--- src/rtl/shift_tx_pkg.sv ---
// Shared types and sizing helpers for the shift_tx_sched serializer.
// TX_PARITY_EN adds an even-parity bit after the MSB of every frame.
package shift_tx_pkg;

  typedef enum logic [1:0] {
    IDLE  = 2'd0,
    SHIFT = 2'd1,
    GAPW  = 2'd2
  } state_t;

  // Bits on the wire per frame, including the optional parity bit.
  function automatic int calc_nbits(input int width);
`ifdef TX_PARITY_EN
    return width + 1;
`else
    return width;
`endif
  endfunction

  // Counter width able to index 0..n-1, never narrower than one bit.
  function automatic int cnt_w(input int n);
    return (n > 1) ? $clog2(n) : 1;
  endfunction

endpackage

--- src/rtl/shift_tx_sched_if.sv ---
// Requester/serial-line bundle for shift_tx_sched; slave = scheduler, master = producers/sink.
// Handshake: a word moves on a rising edge where vldN & rdyN are both high; rdyN never depends on a later cycle.
interface shift_tx_sched_if #(
  parameter int WIDTH = 7
);
  import shift_tx_pkg::*;

  logic [WIDTH-1:0] din0;
  logic             vld0;
  logic             rdy0;
  logic [WIDTH-1:0] din1;
  logic             vld1;
  logic             rdy1;
  logic             dout;
  logic             dout_vld;
  logic             busy;
  logic             done;
  logic             gnt_id;
  state_t           state;

  modport master (
    output din0, vld0, din1, vld1,
    input  rdy0, rdy1, dout, dout_vld, busy, done, gnt_id, state
  );

  modport slave (
    input  din0, vld0, din1, vld1,
    output rdy0, rdy1, dout, dout_vld, busy, done, gnt_id, state
  );

endinterface

--- src/rtl/shift_tx_core.sv ---
// Parallel-in/serial-out shift register, LSB first; parity bit (TX_PARITY_EN) sits above the MSB.
module shift_tx_core
  import shift_tx_pkg::*;
#(
  parameter int WIDTH = 7
) (
  input  logic             clk,
  input  logic             rst,
  input  logic             load,
  input  logic             shift,
  input  logic [WIDTH-1:0] din,
  output logic             bit0
);
  localparam int NBITS = calc_nbits(WIDTH);

  logic [NBITS-1:0] shreg;
  logic [NBITS-1:0] load_val;

`ifdef TX_PARITY_EN
  assign load_val = {^din, din};
`else
  assign load_val = din;
`endif

  always_ff @(posedge clk or negedge rst) begin
    if (!rst) begin
      shreg <= '0;
    end else if (load) begin
      shreg <= load_val;
    end else if (shift) begin
      shreg <= {1'b0, shreg[NBITS-1:1]};
    end
  end

  assign bit0 = shreg[0];

endmodule

--- src/rtl/shift_tx_sched.sv ---
// Two-requester round-robin scheduler feeding one serial line; FSM IDLE -> SHIFT -> GAPW -> IDLE.
// Build with TX_PARITY_EN to append an even-parity bit to every frame.
module shift_tx_sched
  import shift_tx_pkg::*;
#(
  parameter int WIDTH = 7,
  parameter int DIV   = 4,
  parameter int GAP   = 1
) (
  input  logic             clk,
  input  logic             rst,
  shift_tx_sched_if.slave  bus
);
  localparam int NBITS   = calc_nbits(WIDTH);
  localparam int TICK_W  = cnt_w(DIV);
  localparam int BIT_W   = cnt_w(NBITS);
  localparam int GAP_CYC = GAP * DIV;
  localparam int GAP_W   = cnt_w(GAP_CYC);
  localparam logic [TICK_W-1:0] TICK_LAST = TICK_W'(DIV - 1);
  localparam logic [BIT_W-1:0]  BIT_LAST  = BIT_W'(NBITS - 1);
  localparam logic [GAP_W-1:0]  GAP_LAST  = GAP_W'((GAP_CYC > 0) ? GAP_CYC - 1 : 0);

  state_t            state_q, state_d;
  logic [TICK_W-1:0] tick_q;
  logic [BIT_W-1:0]  bit_q;
  logic [GAP_W-1:0]  gap_q;
  logic              gnt_id_q;
  logic              last_q;
  logic              done_q;

  logic grant0, grant1;
  logic rdy0, rdy1, load, tick_wrap, last_bit;
  logic bit0;

  // With both requesters waiting, the one not served last time wins.
  assign grant0 = bus.vld0 & (~bus.vld1 | last_q);
  assign grant1 = bus.vld1 & (~bus.vld0 | ~last_q);

  always_comb begin
    state_d   = state_q;
    rdy0      = 1'b0;
    rdy1      = 1'b0;
    load      = 1'b0;
    tick_wrap = 1'b0;
    last_bit  = 1'b0;
    case (state_q)
      IDLE: begin
        rdy0 = grant0;
        rdy1 = grant1;
        load = grant0 | grant1;
        if (load) state_d = SHIFT;
      end
      SHIFT: begin
        tick_wrap = (tick_q == TICK_LAST);
        last_bit  = tick_wrap & (bit_q == BIT_LAST);
        if (last_bit) state_d = (GAP > 0) ? GAPW : IDLE;
      end
      GAPW: begin
        if (gap_q == GAP_LAST) state_d = IDLE;
      end
      default: state_d = IDLE;
    endcase
  end

  always_ff @(posedge clk or negedge rst) begin
    if (!rst) begin
      state_q  <= IDLE;
      tick_q   <= '0;
      bit_q    <= '0;
      gap_q    <= '0;
      gnt_id_q <= 1'b0;
      last_q   <= 1'b1;
      done_q   <= 1'b0;
    end else begin
      state_q <= state_d;
      done_q  <= last_bit;
      if (load) begin
        gnt_id_q <= grant1;
        last_q   <= grant1;
        tick_q   <= '0;
        bit_q    <= '0;
      end else if (state_q == SHIFT) begin
        if (tick_wrap) begin
          tick_q <= '0;
          bit_q  <= bit_q + 1'b1;
        end else begin
          tick_q <= tick_q + 1'b1;
        end
      end
      if (state_q == GAPW) gap_q <= gap_q + 1'b1;
      else                 gap_q <= '0;
    end
  end

  shift_tx_core #(.WIDTH(WIDTH)) u_core (
    .clk   (clk),
    .rst   (rst),
    .load  (load),
    .shift (tick_wrap),
    .din   (grant1 ? bus.din1 : bus.din0),
    .bit0  (bit0)
  );

  assign bus.rdy0     = rdy0;
  assign bus.rdy1     = rdy1;
  assign bus.dout     = (state_q == SHIFT) & bit0;
  assign bus.dout_vld = (state_q == SHIFT);
  assign bus.busy     = (state_q != IDLE);
  assign bus.done     = done_q;
  assign bus.gnt_id   = gnt_id_q;
  assign bus.state    = state_q;

endmodule

--- src/flat_wrapper.sv ---
// flat-port wrapper written by rule: the top's interface ports become plain ports
module shift_tx_sched_flat import shift_tx_pkg::*;
#(
  parameter int WIDTH = 7,
  parameter int DIV   = 4,
  parameter int GAP   = 1
)
  (clk, rst, bus_din0, bus_vld0, bus_din1, bus_vld1, bus_rdy0, bus_rdy1, bus_dout, bus_dout_vld, bus_busy, bus_done, bus_gnt_id, bus_state);
  shift_tx_sched_if #(.WIDTH(WIDTH)) bus_i ();
  input  logic clk;
  input  logic rst;
  input wire logic [$bits(bus_i.din0)-1:0] bus_din0;
  input wire logic [$bits(bus_i.vld0)-1:0] bus_vld0;
  input wire logic [$bits(bus_i.din1)-1:0] bus_din1;
  input wire logic [$bits(bus_i.vld1)-1:0] bus_vld1;
  output wire logic [$bits(bus_i.rdy0)-1:0] bus_rdy0;
  output wire logic [$bits(bus_i.rdy1)-1:0] bus_rdy1;
  output wire logic [$bits(bus_i.dout)-1:0] bus_dout;
  output wire logic [$bits(bus_i.dout_vld)-1:0] bus_dout_vld;
  output wire logic [$bits(bus_i.busy)-1:0] bus_busy;
  output wire logic [$bits(bus_i.done)-1:0] bus_done;
  output wire logic [$bits(bus_i.gnt_id)-1:0] bus_gnt_id;
  output wire logic [$bits(bus_i.state)-1:0] bus_state;
  assign bus_i.din0 = bus_din0;
  assign bus_i.vld0 = bus_vld0;
  assign bus_i.din1 = bus_din1;
  assign bus_i.vld1 = bus_vld1;
  assign bus_rdy0 = bus_i.rdy0;
  assign bus_rdy1 = bus_i.rdy1;
  assign bus_dout = bus_i.dout;
  assign bus_dout_vld = bus_i.dout_vld;
  assign bus_busy = bus_i.busy;
  assign bus_done = bus_i.done;
  assign bus_gnt_id = bus_i.gnt_id;
  assign bus_state = bus_i.state;
  shift_tx_sched #(.WIDTH(WIDTH), .DIV(DIV), .GAP(GAP)) u_core (.clk(clk), .rst(rst), .bus(bus_i));
endmodule
--- config.mk ---
export PLATFORM = sky130hd
export DESIGN_NAME = shift_tx_sched_flat
export DESIGN_NICKNAME = d
export VERILOG_FILES = /design/src/rtl/shift_tx_pkg.sv /design/src/rtl/shift_tx_sched_if.sv /design/src/rtl/shift_tx_core.sv /design/src/rtl/shift_tx_sched.sv /design/src/flat_wrapper.sv
export SDC_FILE = /design/constraint.sdc
export NUM_CORES = 1
export LEC_CHECK = 0
export CAP_MARGIN = 0
export CELL_PAD_IN_SITES_DETAIL_PLACEMENT = 1
export CELL_PAD_IN_SITES_GLOBAL_PLACEMENT = 1
export CORE_MARGIN = 3
export CORE_UTILIZATION = 36
export CTS_CLUSTER_SIZE = 16
export DETAILED_ROUTE_END_ITERATION = 6
export PLACE_DENSITY_LB_ADDON = 0.1
export SLEW_MARGIN = 15
export SYNTH_ARGS = -nofsm -noshare
export SYNTH_HDL_FRONTEND = slang
export SYNTH_SLANG_ARGS = --single-unit
--- constraint.sdc ---
create_clock -name clk -period 1.5 [get_ports clk]
set_clock_uncertainty 0.1 [all_clocks]
set_input_delay 0.3 -clock clk [delete_from_list [all_inputs] [get_ports clk]]
set_output_delay 0.3 -clock clk [all_outputs]
set_load 0.1 [all_outputs]
Yosys cells after proc, flatten, opt, wreduce, memory -nomap -nowiden
Cells that the tools add are included.
- register bits: 19
- output and inout bits: 9
- logic and storage cells: 54
- input port bits: 18
- eq/ne operators: 8
- bitwise gates (word level): 10
- reduce and logical (&&, ||, !) cells: 6
- mux-type cells: 19
- $add $sub $neg: 3
- operators with widths (operator ; count):
    $mux 7 ; 3
    $mux 2 ; 7
    $mux 3 ; 3
    $eq 2x2->1 const B ; 3
    $ne 2x1->1 const B ; 3
    $pmux 2 s3 ; 1
    $reduce_bool 2->1 ; 3
    $mux 1 ; 5
    $add 2x1->2 const B ; 2
    $and 1x1->1 ; 4
    $add 3x1->3 const B ; 1
    $eq 3x3->1 const B ; 1
    $not 1->1 ; 3
    $or 1x1->1 ; 3
    $reduce_and 3->1 ; 1
    $eq 2x1->1 const B ; 1
    $logic_not 2->1 ; 1
    $reduce_and 2->1 ; 1

Logic depth before layout (Yosys ltp)
- depth after elaboration: 7
- gate-level depth with buffers: 5

Modules after synthesis
Synthesis repeated with hierarchy kept, for this count alone.
- cells, all modules: 93
- area, all modules: 1009.7 sq um
- by module, submodules not included (module ; sequential area each (sq um) ; instances ; area each (sq um) ; cells an instance):
    shift_tx_sched ; 301.5 ; 1 ; 688.2 ; 63
    shift_tx_core ; 175.2 ; 1 ; 321.6 ; 30

Least setup slack after synthesis
No wires, ideal clock.
- path type: register to output
- start point: register u_core.state_q[0], in the netlist u_core.bus.state[0]
- end point: output bus_rdy0
- arrival time: 2.649 ns
- stages on the path, launching flop included: 4
- path slack: -1.549 ns
- data required time: 1.100 ns
- path buffers: 0
- path through: dfrtp_1 nor2_4 nand2_1 a21oi_1
- longest elaborated chain between the ends: 2
- ends and longest elaborated chain (element ; line ; text):
    from (decl) ; shift_tx_sched.sv:23 ; state_t state_q, state_d;
    from (signal assigned) ; shift_tx_sched.sv:75 ; state_q <= state_d;
    $logic_not 2->1 ; shift_tx_sched.sv:46 ; case (state_q)
    $mux 1 ; shift_tx_sched.sv:46 ;
    to (decl) ; flat_wrapper.sv:16 ; output wire logic [$bits(bus_i.rdy0)-1:0] bus_rdy0;
No other way between the ends.

Worst setup path in the final report
- start point: register u_core.state_q[1], in the netlist u_core.bus.state[1]
- end point: output bus_rdy0
The elaborated chain is that of the path after synthesis.

==> qor.yml <==
placement:
  dp_hpwl_mm: 1.825
  gp_congestion: 0.7496
  port_buffers: 26
drt:
  routed_via_density: 5.154
  first_iter_violations: 14
  ant_nets: 0
  dr.pass1.iters: 4
  wirelength_mm: 3.077
  wl_per_cell_um: 17.58
  drc: 0
  vias: 902
cells_and_area:
  drive_gt1_frac: 0.4000
  areaGrowthSynthToFinish_pct: 70.02
  nFillCells: 281
  layout_common_cells: "20 x buf_4, 17 x clkdlybuf4s50_1, 16 x dfrtp_1"
  fin_nets: 168
  final_common_cell: "buf_4"
  post-route-util: 0.6662
  antenna_cells: 0
global_routing:
  grtUsageTotal: 0.1709
  grt_pass1_wl_mm: 4.360
  grt_overflow: 0
  grt_max_degree: 20
  antenna_found_initial: 0
  grt_pass1_vias: 951
synthesis:
  synth_area_leaders: "dfrtp_1 45%, mux2i_1 18%, ha_1 5.0%"
  yosysWarnings: 0
  synth.distinct_cells: 30
  synth_top_area_frac: 0.4478
  yosysSeqAreaShare: 0.4739
  synth_area_per_cell_sq_um: 11.18
  syn_inst: 90
  syn_nets: 112
  yosysTopAreaCell: "dfrtp_1"
  ys_ff_latch: 19
  netlist_area_sq_um: 1006
setup_path:
  r2r_end: "u_core.u_core.shreg[4]$_DFFE_PN0P_"
  endpoint_kind: "primary output"
  cpPeakStageDelay_ps: 540
  reg2reg_depth: 6
  crit_start: "u_core.bus.state[1]$_DFFE_PN0P_"
  path_cells: "nor2_4 -> nand2_2 -> a21oi_4 -> buf_12"
  critical_path_required_ps: 1100
  slowest_stage: "dfrtp_4"
  cp-start-kind: "register"
  r2r_setup_slack_ps: -100
  r2r_start: "u_core.bus.state[0]$_DFFE_PN0P_"
  criticalPathCategory: "register to primary output"
  worstPathMaxFanout: 6
  critPathBufInv: 1
  cp_top_family: "flip-flops"
  cp-endpoint: "bus_rdy0"
  worstSetupPathDepth: 4
  crit_arrival_ps: 1410
die:
  num_rows: 18
  dieHeight_um: 58.86
  die_area_sq_um: 3465
  die-width_um: 58.86
  boundaryPins: 27
  start_util: 0.3918
  core-area_sq_um: 2567
clocking:
  clk_latency_ps: 290
  cts_buffer_depth: 2
  h-tree-depth: 1
  cts_tree: "built"
  cts_hold_buffers: 0
  cts.sinks: 19
  cts-buffers-inserted: 3
  clk_pin_slew_ps: 120
  cts_root_buf: "clkbuf_4"
power_and_ir_drop:
  switching_share: 0.4462
  p_switching_w: 0.001408
  internal-power_w: 0.001748
  p_clk_frac: 0.086
  p_comb_frac: 0.640
  seqPwrFrac: 0.274
  ir_worst_vdd_uv: 1808
  total_power_w: 0.003156
  power_leakage_nw: 0.8021
  p_per_area_nw_per_um2: 1845
sta:
  fin_crit_ps: 1806
  drv_slew: 0
  slew_headroom: 0.7804
  setup_viol: 16
  fin_ws_ps: -305.7
  setup_tns_ps: -2473
  finalHoldViolations: 0
  rsz0062_at_grt: "yes"
  finalCritPeriodShare: 1.204
  fmax_mhz: 553.8
  tightest_slew_ps: 329.0
outcome:
  status: "complete, but fails checks"
  failed_checks: "setup timing"
flow_run:
  max_cap_viol_count: 0
hold_path:
  min_path_type: "primary input to asynchronous set/reset pin"
## final cells by class
| class | instances | area, sq um | share of cell area |
|---|---|---|---|
| multi-input combinational | 60 | 539.3 | 0.3153 |
| timing repair buffer | 54 | 590.6 | 0.3453 |
| sequential | 19 | 484.2 | 0.2831 |
| tap | 30 | 37.54 | 0.02195 |
| inverter | 8 | 32.53 | 0.01902 |
| clock buffer | 4 | 26.28 | 0.01536 |
## cells in the mapped netlist
cell type and n:
a21boi_2 1, a21o_1 1, a21oi_1 2, a31oi_1 1, and2_1 1, and2_2 1
buf_4 2, buf_6 1, dfrtp_1 18, dfstp_2 1, ha_1 4, inv_1 7
inv_2 1, mux2i_1 18, nand2_1 3, nand3_1 2, nand3b_1 1, nand4b_1 1
nor2_1 11, nor2_4 1, nor2_8 1, nor2b_1 1, o21ai_0 1, o21ai_2 1
o221ai_1 2, o22ai_1 2, o32ai_1 1, or2b_1 1, xnor2_1 1, xor2_1 1
## how the worst min path moves through the flow
stage	from	to	slack, ps
6_report	rst	u_core.u_core.shreg[0]$_DFFE_PN0P_	250
5_1_grt	rst	u_core.gap_q[0]$_DFF_PN0_	260
4_1_cts	rst	u_core.gap_q[0]$_DFF_PN0_	230
3_5_place_dp	u_core.gap_q[0]$_DFF_PN0_	u_core.gap_q[0]$_DFF_PN0_	340
3_3_place_gp	u_core.gap_q[0]$_DFF_PN0_	u_core.gap_q[0]$_DFF_PN0_	320
2_1_floorplan	rst	u_core.bit_q[0]$_DFFE_PN0P_	-100
## cell families after synthesis
logic type	after synthesis	synth area share
compound gates	12	0.08707
xor+xnor	2	0.01742
fa+ha+maj	4	0.04975
buf+inv	11	0.05597
flops	19	0.4739
mux	18	0.1791
simple gates	24	0.1368
## power by group through the flow
| stage | clock network (W) | registers (W) | logic, W |
|---|---|---|---|
| 2_1_floorplan | 0 | 0.00102 | 0.000959 |
| 3_3_place_gp | 0 | 0.000852 | 0.00165 |
| 3_5_place_dp | 0 | 0.000863 | 0.00170 |
| 4_1_cts | 0.000276 | 0.000853 | 0.00184 |
| 5_1_grt | 0.000300 | 0.000889 | 0.00216 |
| 6_report | 0.000272 | 0.000864 | 0.00202 |
## routing by layer
metal / share of wire / up-vias / track usage
met4: 0.016 / 0 / 0.08091
li1: - / 421 / -
met5: 0 / - / 0
met2: 0.54 / 28 / 0.2981
met1: 0.40 / 447 / 0.2066
met3: 0.044 / 6 / 0.02193
## repair_timing
item / CTS / global route
resized for setup: 6 / 11
setup buffers: 8 / 6
endpoints found under the setup margin: 11 / 11
pin swaps: 2 / 1
## sequential cells by signal, summed over array words and instances, names as in the netlist
signal,flops
u_core.u_core.shreg,7
u_core.bit_q,3
u_core.bus.state,2
u_core.gap_q,2
u_core.tick_q,2
u_core.bus.done,1
u_core.bus.gnt_id,1
u_core.last_q,1
## metrics by stage
| stage | setup WS (ps) | cells | hold slack (ps) | area [sq um] |
|---|---|---|---|---|
| CTS | -305.6 | 169 | 233.3 | 1605 |
| finish | -305.7 | 175 | 245.0 | 1710 |
| floorplan | -357.0 | 90 | -95.59 | 1045 |
| global placement | -249.1 | 157 | 320.1 | 1499 |
| detailed placement | -320.9 | 157 | 343.9 | 1499 |
| global route | -381.1 | 175 | 262.3 | 1710 |
Note: power is estimated with default switching activity, not from simulation.
